==> config.mk <==
export PLATFORM = sky130hd
export DESIGN_NAME = apb_bridge_arbiter_flat
export DESIGN_NICKNAME = d
export VERILOG_FILES = /design/src/rtl/apb_bridge_arbiter_pkg.sv /design/src/rtl/apb_bridge_arbiter_if.sv /design/src/rtl/apb_bridge_arbiter_rr_pick.sv /design/src/rtl/apb_bridge_arbiter.sv /design/src/flat_wrapper.sv
export SDC_FILE = /design/constraint.sdc
export NUM_CORES = 1
export LEC_CHECK = 0
export CAP_MARGIN = 25
export CORE_AREA = 2 2 157 159
export CTS_CLUSTER_SIZE = 12
export DETAILED_ROUTE_END_ITERATION = 12
export DIE_AREA = 0 0 159 161
export PLACE_DENSITY_LB_ADDON = 0.12
export SLEW_MARGIN = 10
export SYNTH_ARGS = -nofsm -noshare
export SYNTH_HDL_FRONTEND = slang
export SYNTH_SLANG_ARGS = --single-unit
==> constraint.sdc <==
create_clock -name hclk -period 4.15 [get_ports hclk]
set_input_delay 0.6225 -clock hclk [delete_from_list [all_inputs] [get_ports hclk]]
set_output_delay 0.6225 -clock hclk [all_outputs]
set_load 0.1 [all_outputs]
==> src/rtl/apb_bridge_arbiter_pkg.sv <==
// Shared types for the APB bridge arbiter: FSM encoding, lock limit and an index-width helper.
package apb_arb_pkg;

    typedef enum logic [1:0] {
        ST_IDLE  = 2'd0,
        ST_ISSUE = 2'd1,
        ST_WAIT  = 2'd2,
        ST_DONE  = 2'd3
    } state_t;

    localparam int LOCK_MAX = 16;

    // Ceiling log2, never below 1 so a vector of this width always exists.
    function automatic int clog2(input int v);
        int r;
        r = 0;
        for (int i = 0; i < 31; i++) begin
            if ((1 << i) < v) r = i + 1;
        end
        return (r < 1) ? 1 : r;
    endfunction

endpackage

==> src/rtl/apb_bridge_arbiter_if.sv <==
// Requester and bridge signal bundle for apb_bridge_arbiter; m_lock exists only when APB_ARB_LOCK_EN is defined.
interface apb_bridge_arbiter_if #(
    parameter int NUM_MASTERS = 4,
    parameter int ADDR_W      = 32,
    parameter int DATA_W      = 32
);
    // Requesters hold m_req until their one-cycle m_done; br_valid is a single-cycle strobe and
    // the bridge answers with a single-cycle br_done (m_err/m_rdata are valid only with m_done).
    logic [NUM_MASTERS-1:0]        m_req;
    logic [NUM_MASTERS*ADDR_W-1:0] m_addr;
    logic [NUM_MASTERS-1:0]        m_write;
    logic [NUM_MASTERS*DATA_W-1:0] m_wdata;
    logic [NUM_MASTERS-1:0]        m_gnt;
    logic [NUM_MASTERS-1:0]        m_done;
    logic                          m_err;
    logic [DATA_W-1:0]             m_rdata;
    logic                          br_valid;
    logic [ADDR_W-1:0]             br_haddr;
    logic                          br_hwrite;
    logic [DATA_W-1:0]             br_hwdata;
    logic                          br_done;
    logic [DATA_W-1:0]             br_rdata;
`ifdef APB_ARB_LOCK_EN
    logic [NUM_MASTERS-1:0]        m_lock;

    modport master (
        input  m_req, m_addr, m_write, m_wdata, m_lock, br_done, br_rdata,
        output m_gnt, m_done, m_err, m_rdata, br_valid, br_haddr, br_hwrite, br_hwdata
    );
    modport slave (
        output m_req, m_addr, m_write, m_wdata, m_lock, br_done, br_rdata,
        input  m_gnt, m_done, m_err, m_rdata, br_valid, br_haddr, br_hwrite, br_hwdata
    );
`else
    modport master (
        input  m_req, m_addr, m_write, m_wdata, br_done, br_rdata,
        output m_gnt, m_done, m_err, m_rdata, br_valid, br_haddr, br_hwrite, br_hwdata
    );
    modport slave (
        output m_req, m_addr, m_write, m_wdata, br_done, br_rdata,
        input  m_gnt, m_done, m_err, m_rdata, br_valid, br_haddr, br_hwrite, br_hwdata
    );
`endif

endinterface

==> src/rtl/apb_bridge_arbiter_rr_pick.sv <==
// Combinational round-robin picker: first request strictly after the pointer, wrapping around.
module rr_pick
    import apb_arb_pkg::*;
#(
    parameter int NUM_MASTERS = 4,
    parameter int IDX_W       = 2
) (
    input  logic [NUM_MASTERS-1:0] i_req,
    input  logic [IDX_W-1:0]       i_ptr,
    output logic [NUM_MASTERS-1:0] o_gnt,
    output logic [IDX_W-1:0]       o_idx,
    output logic                   o_any
);

    logic [IDX_W-1:0] w_sel;

    // Walk from the farthest candidate to the nearest so the nearest match is the last write.
    always_comb begin
        o_gnt = '0;
        o_idx = '0;
        o_any = 1'b0;
        w_sel = '0;
        for (int k = NUM_MASTERS; k >= 1; k--) begin
            w_sel = IDX_W'((int'(i_ptr) + k) % NUM_MASTERS);
            if (i_req[w_sel]) begin
                o_gnt        = '0;
                o_gnt[w_sel] = 1'b1;
                o_idx        = w_sel;
                o_any        = 1'b1;
            end
        end
    end

endmodule

==> src/rtl/apb_bridge_arbiter.sv <==
// Round-robin arbiter feeding one AHB-to-APB bridge from NUM_MASTERS requesters, all outputs registered.
// Optional APB_ARB_LOCK_EN adds m_lock: a locked winner keeps the bridge for up to LOCK_MAX grants.
module apb_bridge_arbiter
    import apb_arb_pkg::*;
#(
    parameter int NUM_MASTERS    = 4,
    parameter int ADDR_W         = 32,
    parameter int DATA_W         = 32,
    parameter int TIMEOUT_CYCLES = 64
) (
    input  logic                 hclk,
    input  logic                 hreset,
    apb_bridge_arbiter_if.master bus,
    output state_t               o_dbg_state
);

    localparam int IDX_W = clog2(NUM_MASTERS);
    localparam int CNT_W = clog2(TIMEOUT_CYCLES);

    state_t                 r_state, w_nxt_state;
    logic [NUM_MASTERS-1:0] r_gnt, w_nxt_gnt;
    logic [NUM_MASTERS-1:0] r_done, w_nxt_done;
    logic                   r_err, w_nxt_err;
    logic [DATA_W-1:0]      r_rdata, w_nxt_rdata;
    logic                   r_valid, w_nxt_valid;
    logic [ADDR_W-1:0]      r_haddr, w_nxt_haddr;
    logic                   r_hwrite, w_nxt_hwrite;
    logic [DATA_W-1:0]      r_hwdata, w_nxt_hwdata;
    logic [CNT_W-1:0]       r_cnt, w_nxt_cnt;
    logic [IDX_W-1:0]       r_ptr, w_nxt_ptr;
    logic [IDX_W-1:0]       r_win, w_nxt_win;
    logic [NUM_MASTERS-1:0] w_pick_oh;
    logic [IDX_W-1:0]       w_pick_idx;
    logic                   w_pick_any;
`ifdef APB_ARB_LOCK_EN
    localparam int LOCK_W = clog2(LOCK_MAX);
    logic [LOCK_W-1:0]      r_lock_cnt, w_nxt_lock_cnt;
`endif

    rr_pick #(
        .NUM_MASTERS (NUM_MASTERS),
        .IDX_W       (IDX_W)
    ) u_pick (
        .i_req (bus.m_req),
        .i_ptr (r_ptr),
        .o_gnt (w_pick_oh),
        .o_idx (w_pick_idx),
        .o_any (w_pick_any)
    );

    always_ff @(posedge hclk) begin
        if (hreset) r_state <= ST_IDLE;
        else        r_state <= w_nxt_state;
    end

    always_comb begin
        w_nxt_state  = r_state;
        w_nxt_gnt    = r_gnt;
        w_nxt_done   = '0;
        w_nxt_err    = 1'b0;
        w_nxt_rdata  = r_rdata;
        w_nxt_valid  = 1'b0;
        w_nxt_haddr  = r_haddr;
        w_nxt_hwrite = r_hwrite;
        w_nxt_hwdata = r_hwdata;
        w_nxt_cnt    = r_cnt;
        w_nxt_ptr    = r_ptr;
        w_nxt_win    = r_win;
`ifdef APB_ARB_LOCK_EN
        w_nxt_lock_cnt = r_lock_cnt;
`endif
        case (r_state)
            ST_IDLE: begin
                if (w_pick_any) begin
                    w_nxt_state = ST_ISSUE;
                    w_nxt_gnt   = w_pick_oh;
                    w_nxt_valid = 1'b1;
                    w_nxt_win   = w_pick_idx;
                    for (int i = 0; i < NUM_MASTERS; i++) begin
                        if (w_pick_oh[i]) begin
                            w_nxt_haddr  = bus.m_addr[i*ADDR_W +: ADDR_W];
                            w_nxt_hwrite = bus.m_write[i];
                            w_nxt_hwdata = bus.m_wdata[i*DATA_W +: DATA_W];
                        end
                    end
                end
            end
            ST_ISSUE: begin
                w_nxt_state = ST_WAIT;
                w_nxt_cnt   = '0;
            end
            ST_WAIT: begin
                // A completion arriving on the last allowed cycle beats the timeout.
                if (bus.br_done) begin
                    w_nxt_state = ST_DONE;
                    w_nxt_gnt   = '0;
                    w_nxt_done  = r_gnt;
                    w_nxt_rdata = bus.br_rdata;
                end else if (r_cnt == CNT_W'(TIMEOUT_CYCLES - 1)) begin
                    w_nxt_state = ST_DONE;
                    w_nxt_gnt   = '0;
                    w_nxt_done  = r_gnt;
                    w_nxt_err   = 1'b1;
                    w_nxt_rdata = '0;
                end else begin
                    w_nxt_cnt = r_cnt + 1'b1;
                end
            end
            ST_DONE: begin
                w_nxt_state = ST_IDLE;
`ifdef APB_ARB_LOCK_EN
                // Parking the pointer just before the winner makes it the next pick unconditionally.
                if (bus.m_lock[r_win] && bus.m_req[r_win] &&
                    (r_lock_cnt < LOCK_W'(LOCK_MAX - 1))) begin
                    w_nxt_ptr      = (r_win == '0) ? IDX_W'(NUM_MASTERS - 1) : r_win - 1'b1;
                    w_nxt_lock_cnt = r_lock_cnt + 1'b1;
                end else begin
                    w_nxt_ptr      = r_win;
                    w_nxt_lock_cnt = '0;
                end
`else
                w_nxt_ptr = r_win;
`endif
            end
            default: w_nxt_state = ST_IDLE;
        endcase
    end

    always_ff @(posedge hclk) begin
        if (hreset) begin
            r_gnt    <= '0;
            r_done   <= '0;
            r_err    <= 1'b0;
            r_rdata  <= '0;
            r_valid  <= 1'b0;
            r_haddr  <= '0;
            r_hwrite <= 1'b0;
            r_hwdata <= '0;
            r_cnt    <= '0;
            r_ptr    <= IDX_W'(NUM_MASTERS - 1);
            r_win    <= '0;
        end else begin
            r_gnt    <= w_nxt_gnt;
            r_done   <= w_nxt_done;
            r_err    <= w_nxt_err;
            r_rdata  <= w_nxt_rdata;
            r_valid  <= w_nxt_valid;
            r_haddr  <= w_nxt_haddr;
            r_hwrite <= w_nxt_hwrite;
            r_hwdata <= w_nxt_hwdata;
            r_cnt    <= w_nxt_cnt;
            r_ptr    <= w_nxt_ptr;
            r_win    <= w_nxt_win;
        end
    end

`ifdef APB_ARB_LOCK_EN
    always_ff @(posedge hclk) begin
        if (hreset) r_lock_cnt <= '0;
        else        r_lock_cnt <= w_nxt_lock_cnt;
    end
`endif

    assign bus.m_gnt     = r_gnt;
    assign bus.m_done    = r_done;
    assign bus.m_err     = r_err;
    assign bus.m_rdata   = r_rdata;
    assign bus.br_valid  = r_valid;
    assign bus.br_haddr  = r_haddr;
    assign bus.br_hwrite = r_hwrite;
    assign bus.br_hwdata = r_hwdata;
    assign o_dbg_state   = r_state;

endmodule
==> src/flat_wrapper.sv <==
// flat-port wrapper written by rule: the top's interface ports become plain ports
module apb_bridge_arbiter_flat import apb_arb_pkg::*;
#(
    parameter int NUM_MASTERS    = 4,
    parameter int ADDR_W         = 32,
    parameter int DATA_W         = 32,
    parameter int TIMEOUT_CYCLES = 64
)
  (hclk, hreset, o_dbg_state, bus_m_req, bus_m_addr, bus_m_write, bus_m_wdata, bus_br_done, bus_br_rdata, bus_m_gnt, bus_m_done, bus_m_err, bus_m_rdata, bus_br_valid, bus_br_haddr, bus_br_hwrite, bus_br_hwdata);
  apb_bridge_arbiter_if #(.NUM_MASTERS(NUM_MASTERS), .ADDR_W(ADDR_W), .DATA_W(DATA_W)) bus_i ();
  input  logic hclk;
  input  logic hreset;
  output state_t o_dbg_state;
  input wire logic [$bits(bus_i.m_req)-1:0] bus_m_req;
  input wire logic [$bits(bus_i.m_addr)-1:0] bus_m_addr;
  input wire logic [$bits(bus_i.m_write)-1:0] bus_m_write;
  input wire logic [$bits(bus_i.m_wdata)-1:0] bus_m_wdata;
  input wire logic [$bits(bus_i.br_done)-1:0] bus_br_done;
  input wire logic [$bits(bus_i.br_rdata)-1:0] bus_br_rdata;
  output wire logic [$bits(bus_i.m_gnt)-1:0] bus_m_gnt;
  output wire logic [$bits(bus_i.m_done)-1:0] bus_m_done;
  output wire logic [$bits(bus_i.m_err)-1:0] bus_m_err;
  output wire logic [$bits(bus_i.m_rdata)-1:0] bus_m_rdata;
  output wire logic [$bits(bus_i.br_valid)-1:0] bus_br_valid;
  output wire logic [$bits(bus_i.br_haddr)-1:0] bus_br_haddr;
  output wire logic [$bits(bus_i.br_hwrite)-1:0] bus_br_hwrite;
  output wire logic [$bits(bus_i.br_hwdata)-1:0] bus_br_hwdata;
  assign bus_i.m_req = bus_m_req;
  assign bus_i.m_addr = bus_m_addr;
  assign bus_i.m_write = bus_m_write;
  assign bus_i.m_wdata = bus_m_wdata;
  assign bus_i.br_done = bus_br_done;
  assign bus_i.br_rdata = bus_br_rdata;
  assign bus_m_gnt = bus_i.m_gnt;
  assign bus_m_done = bus_i.m_done;
  assign bus_m_err = bus_i.m_err;
  assign bus_m_rdata = bus_i.m_rdata;
  assign bus_br_valid = bus_i.br_valid;
  assign bus_br_haddr = bus_i.br_haddr;
  assign bus_br_hwrite = bus_i.br_hwrite;
  assign bus_br_hwdata = bus_i.br_hwdata;
  apb_bridge_arbiter #(.NUM_MASTERS(NUM_MASTERS), .ADDR_W(ADDR_W), .DATA_W(DATA_W), .TIMEOUT_CYCLES(TIMEOUT_CYCLES)) u_core (.hclk(hclk), .hreset(hreset), .bus(bus_i), .o_dbg_state(o_dbg_state));
endmodule
==> results_dict.tcl <==
set metrics [dict create \
    synth_cells 1105 \
    grt_max_degree 131 \
    hold_path_class "register to register" \
    synth_mux_area_frac 0.0170 \
    crit_path_max_fanout 52 \
    layout_min_cycle_time_ps 3850 \
    area_growth_syn_to_layout_pct 53.8 \
    timing.slew.headroom 0.272 \
    multi_input_area_um2 5670 \
    clk_latency_ps 420 \
    outcome "complete, no violations" \
    cts_setup_buffers 0 \
    power_density_nw_per_um2 751 \
    netlist_area_um2 8950 \
    layout.nets 1731 \
    timing.rr.start "u_core.r_ptr[0]" \
    fin_crit_sh 0.927 \
    final.fill_count 2186 \
    cts_tree "built" \
    ys_seq_area_frac 0.266 \
    drt-total-wl_mm 36.7 \
    p_switching_w 0.00563 \
    worst_r2r_endpoint "u_core.bus.br_hwdata[25]" \
    synth-xor-area-share 0.00391 \
    leakagePower_nw 5.45 \
    fin_setup_tns_ps 0 \
    ys_top_cells_by_area "dfxtp_1 27%, a311oi_1 6.3%, o211ai_1 5.7%, a21o_1 5.4%, o41ai_1 5.4%" \
    hold_depth 2 \
    crit_type "register to register" \
    fin_skew_ps 8.47 \
    synth_flop_cell "dfxtp_1" \
    gp_congestion 0.902 \
    cts_resized 0 \
    finalSetupViolations 0 \
    synth_fa_ha_area_frac 0.0182 \
    cap_violations 0 \
    io_pins 408 \
    finalHoldViolations 0 \
    synth_top_family_by_area "compound AO/OA/AOI/OAI gates" \
    vias_per_cell 5.76 \
    synth.distinct_cells 54 \
    cts_max_path_buffers 2 \
    die_y_um 161 \
    ir_drop_mv 0.422 \
    via_count 10145 \
    cts_hold_buf 0 \
    r2r_cells 10 \
    rows 57 \
    postSynth.asyncResetShare 0 \
    synth_compound_area_frac 0.421 \
    cts-htree-levels 4 \
    drtAntennaViolNets 0 \
    switching_share 0.544 \
    power.share.combinational 0.695 \
    holdWs_ps 464 \
    holdPathEnd "u_core.r_win[1]" \
    synth_top_area_share 0.266 \
    grt_overflow 0 \
    grtUsageTotal 0.273 \
    worst_setup_path_end_kind "register" \
    drc 0 \
    critPathArrivalTime_ps 4100 \
    clk_pin_slew_ps 60 \
    total_power_w 0.0103 \
    yosysWarnings 0 \
    worstHoldStart "u_core.r_win[1]" \
    fmax_ghz 0.260 \
    grt_first_pass_wirelength_mm 55.9 \
    drive_gt1_frac 0.0691 \
    portBuffers 407 \
    power.internal_w 0.00471 \
    drt_first_pass_iters 5 \
    rrSetupSlack_ps 300 \
    synthSimpleGateAreaFrac 0.164 \
    die-area_um2 25600 \
    tightest_slew_ps 1090 \
    syn_avg_cell_area_um2 8.10 \
    start_util 0.374 \
    cts_buffers 17 \
    coreArea_um2 24000 \
    rsz0062_at_grt "false" \
    sequentialPowerShare 0.162 \
    pwr-share-clk 0.143 \
    yosysTopAreaCell "dfxtp_1" \
    hpwl_mm 25.5 \
    seq_area_um2 2380 \
    grt_pass1_vias 9809 \
    cts_sinks 119 \
    slew_violations 0 \
    cts-root-buf "clkbuf_16" \
    die_x_um 159 \
    ys_ff_latch 119 \
    synth_nets 1417 \
    routedWlPerCell_um 20.9 \
    required_ps 4400 \
    antenna_found_initial 6 \
    first_iter_violations 684 \
    synth_edf_count 0 \
    crit_path_start_kind "register" \
]
==> layer usage <==
metal | share of wire | up-vias | track usage | wire (um)
li1 | - | 4853 | - | -
met5 | 0.00076 | - | 0 | 28
met4 | 0.022 | 4 | 0.0893 | 808
met1 | 0.41 | 4825 | 0.332 | 15100
met3 | 0.075 | 48 | 0.0691 | 2740
met2 | 0.49 | 415 | 0.472 | 18000
==> cell usage after synthesis (49+ instances only) <==
master    instances
nand2b_1         70
clkbuf_1         96
and3_1           67
dfxtp_1         119
o311ai_1         49
nor2_1           49
inv_1            74
o41ai_1          55
a21boi_0         64
a311oi_1         64
o211ai_1         68
nand2_1          76
a21o_1           65
==> cell families after synthesis <==
| kind of cell | after synthesis |
|---|---|
| compound gates | 457 |
| xor+xnor | 4 |
| fa+ha+maj | 13 |
| buf+inv | 220 |
| flops | 119 |
| mux | 10 |
| simple gates | 282 |
==> power groups by stage <==
stage | Clock (W) | Sequential (W) | Combinational (W)
6_report | 0.00148 | 0.00168 | 0.00718
5_1_grt | 0.00154 | 0.00171 | 0.00760
4_1_cts | 0.00151 | 0.00167 | 0.00717
3_5_place_dp | 0 | 0.00169 | 0.00715
3_3_place_gp | 0 | 0.00168 | 0.00707
2_1_floorplan | 0 | 0.00367 | 0.00338
==> worst max path at each step <==
stage                          startpoint                       end  cells past startpoint
final                     u_core.r_ptr[0]  u_core.bus.br_hwdata[25]                     10
after detailed placement     bus_m_req[2]   u_core.bus.br_haddr[10]                      9
after global placement       bus_m_req[0]   u_core.bus.br_haddr[21]                      9
after floorplan           u_core.r_ptr[0]    u_core.bus.br_haddr[2]                     11
after global routing      u_core.r_ptr[0]  u_core.bus.br_hwdata[25]                     10
after CTS                 u_core.r_ptr[0]  u_core.bus.br_hwdata[25]                     10
==> cell type report <==
type	instances	area share
antenna	4	0.000727
clock buffer	18	0.0312
clock inverter	14	0.0110
inverter	74	0.0202
multi-input combinational	766	0.411
sequential	119	0.173
tap	324	0.0294
timing repair buffer	441	0.323
==> registers in the layout, summed over array words and instances, names as in the netlist <==
| name | count |
|---|---|
| u_core.bus.br_valid | 1 |
| u_core.bus.m_done | 4 |
| u_core.bus.br_hwdata | 32 |
| u_core.bus.m_gnt | 4 |
| u_core.bus.br_haddr | 32 |
| u_core.o_dbg_state | 2 |
| u_core.r_cnt | 6 |
| u_core.bus.m_err | 1 |
| u_core.r_win | 2 |
| u_core.bus.m_rdata | 32 |
| u_core.bus.br_hwrite | 1 |
| u_core.r_ptr | 2 |
==> through the flow <==
| stage | setup WS [ps] | area (um2) | utilization | std cells |
|---|---|---|---|---|
| final | 301 | 13800 | 0.575 | 1760 |
| after global routing | 65.6 | 13800 | 0.575 | 1759 |
| after CTS | 330 | 13800 | 0.574 | 1756 |
| after detailed placement | 209 | 13200 | 0.550 | 1724 |
| after global placement | 301 | 13100 | 0.548 | 1722 |
| after floorplan | 1240 | 8950 | - | 1105 |
==> critical path, cell delays in order, from the launching register on <==
cell	delay [ps]
dfxtp_1	620
inv_1	290
ha_1	470
mux2_2	360
o32ai_1	280
a2111o_2	540
buf_12	300
buf_4	230
a21boi_0	90
o311ai_0	330
a311oi_1	150
==> placed cells by master (no fill, tap or decap), types with 55 or more instances in the layout <==
master	instances
o211ai_1	68
nand2_1	76
inv_1	74
a21boi_0	64
and3_1	67
o41ai_1	55
clkdlybuf4s50_1	406
nand2b_1	68
a311oi_1	64
dfxtp_1	119
a21o_1	65
(Power assumes the default switching activity.)
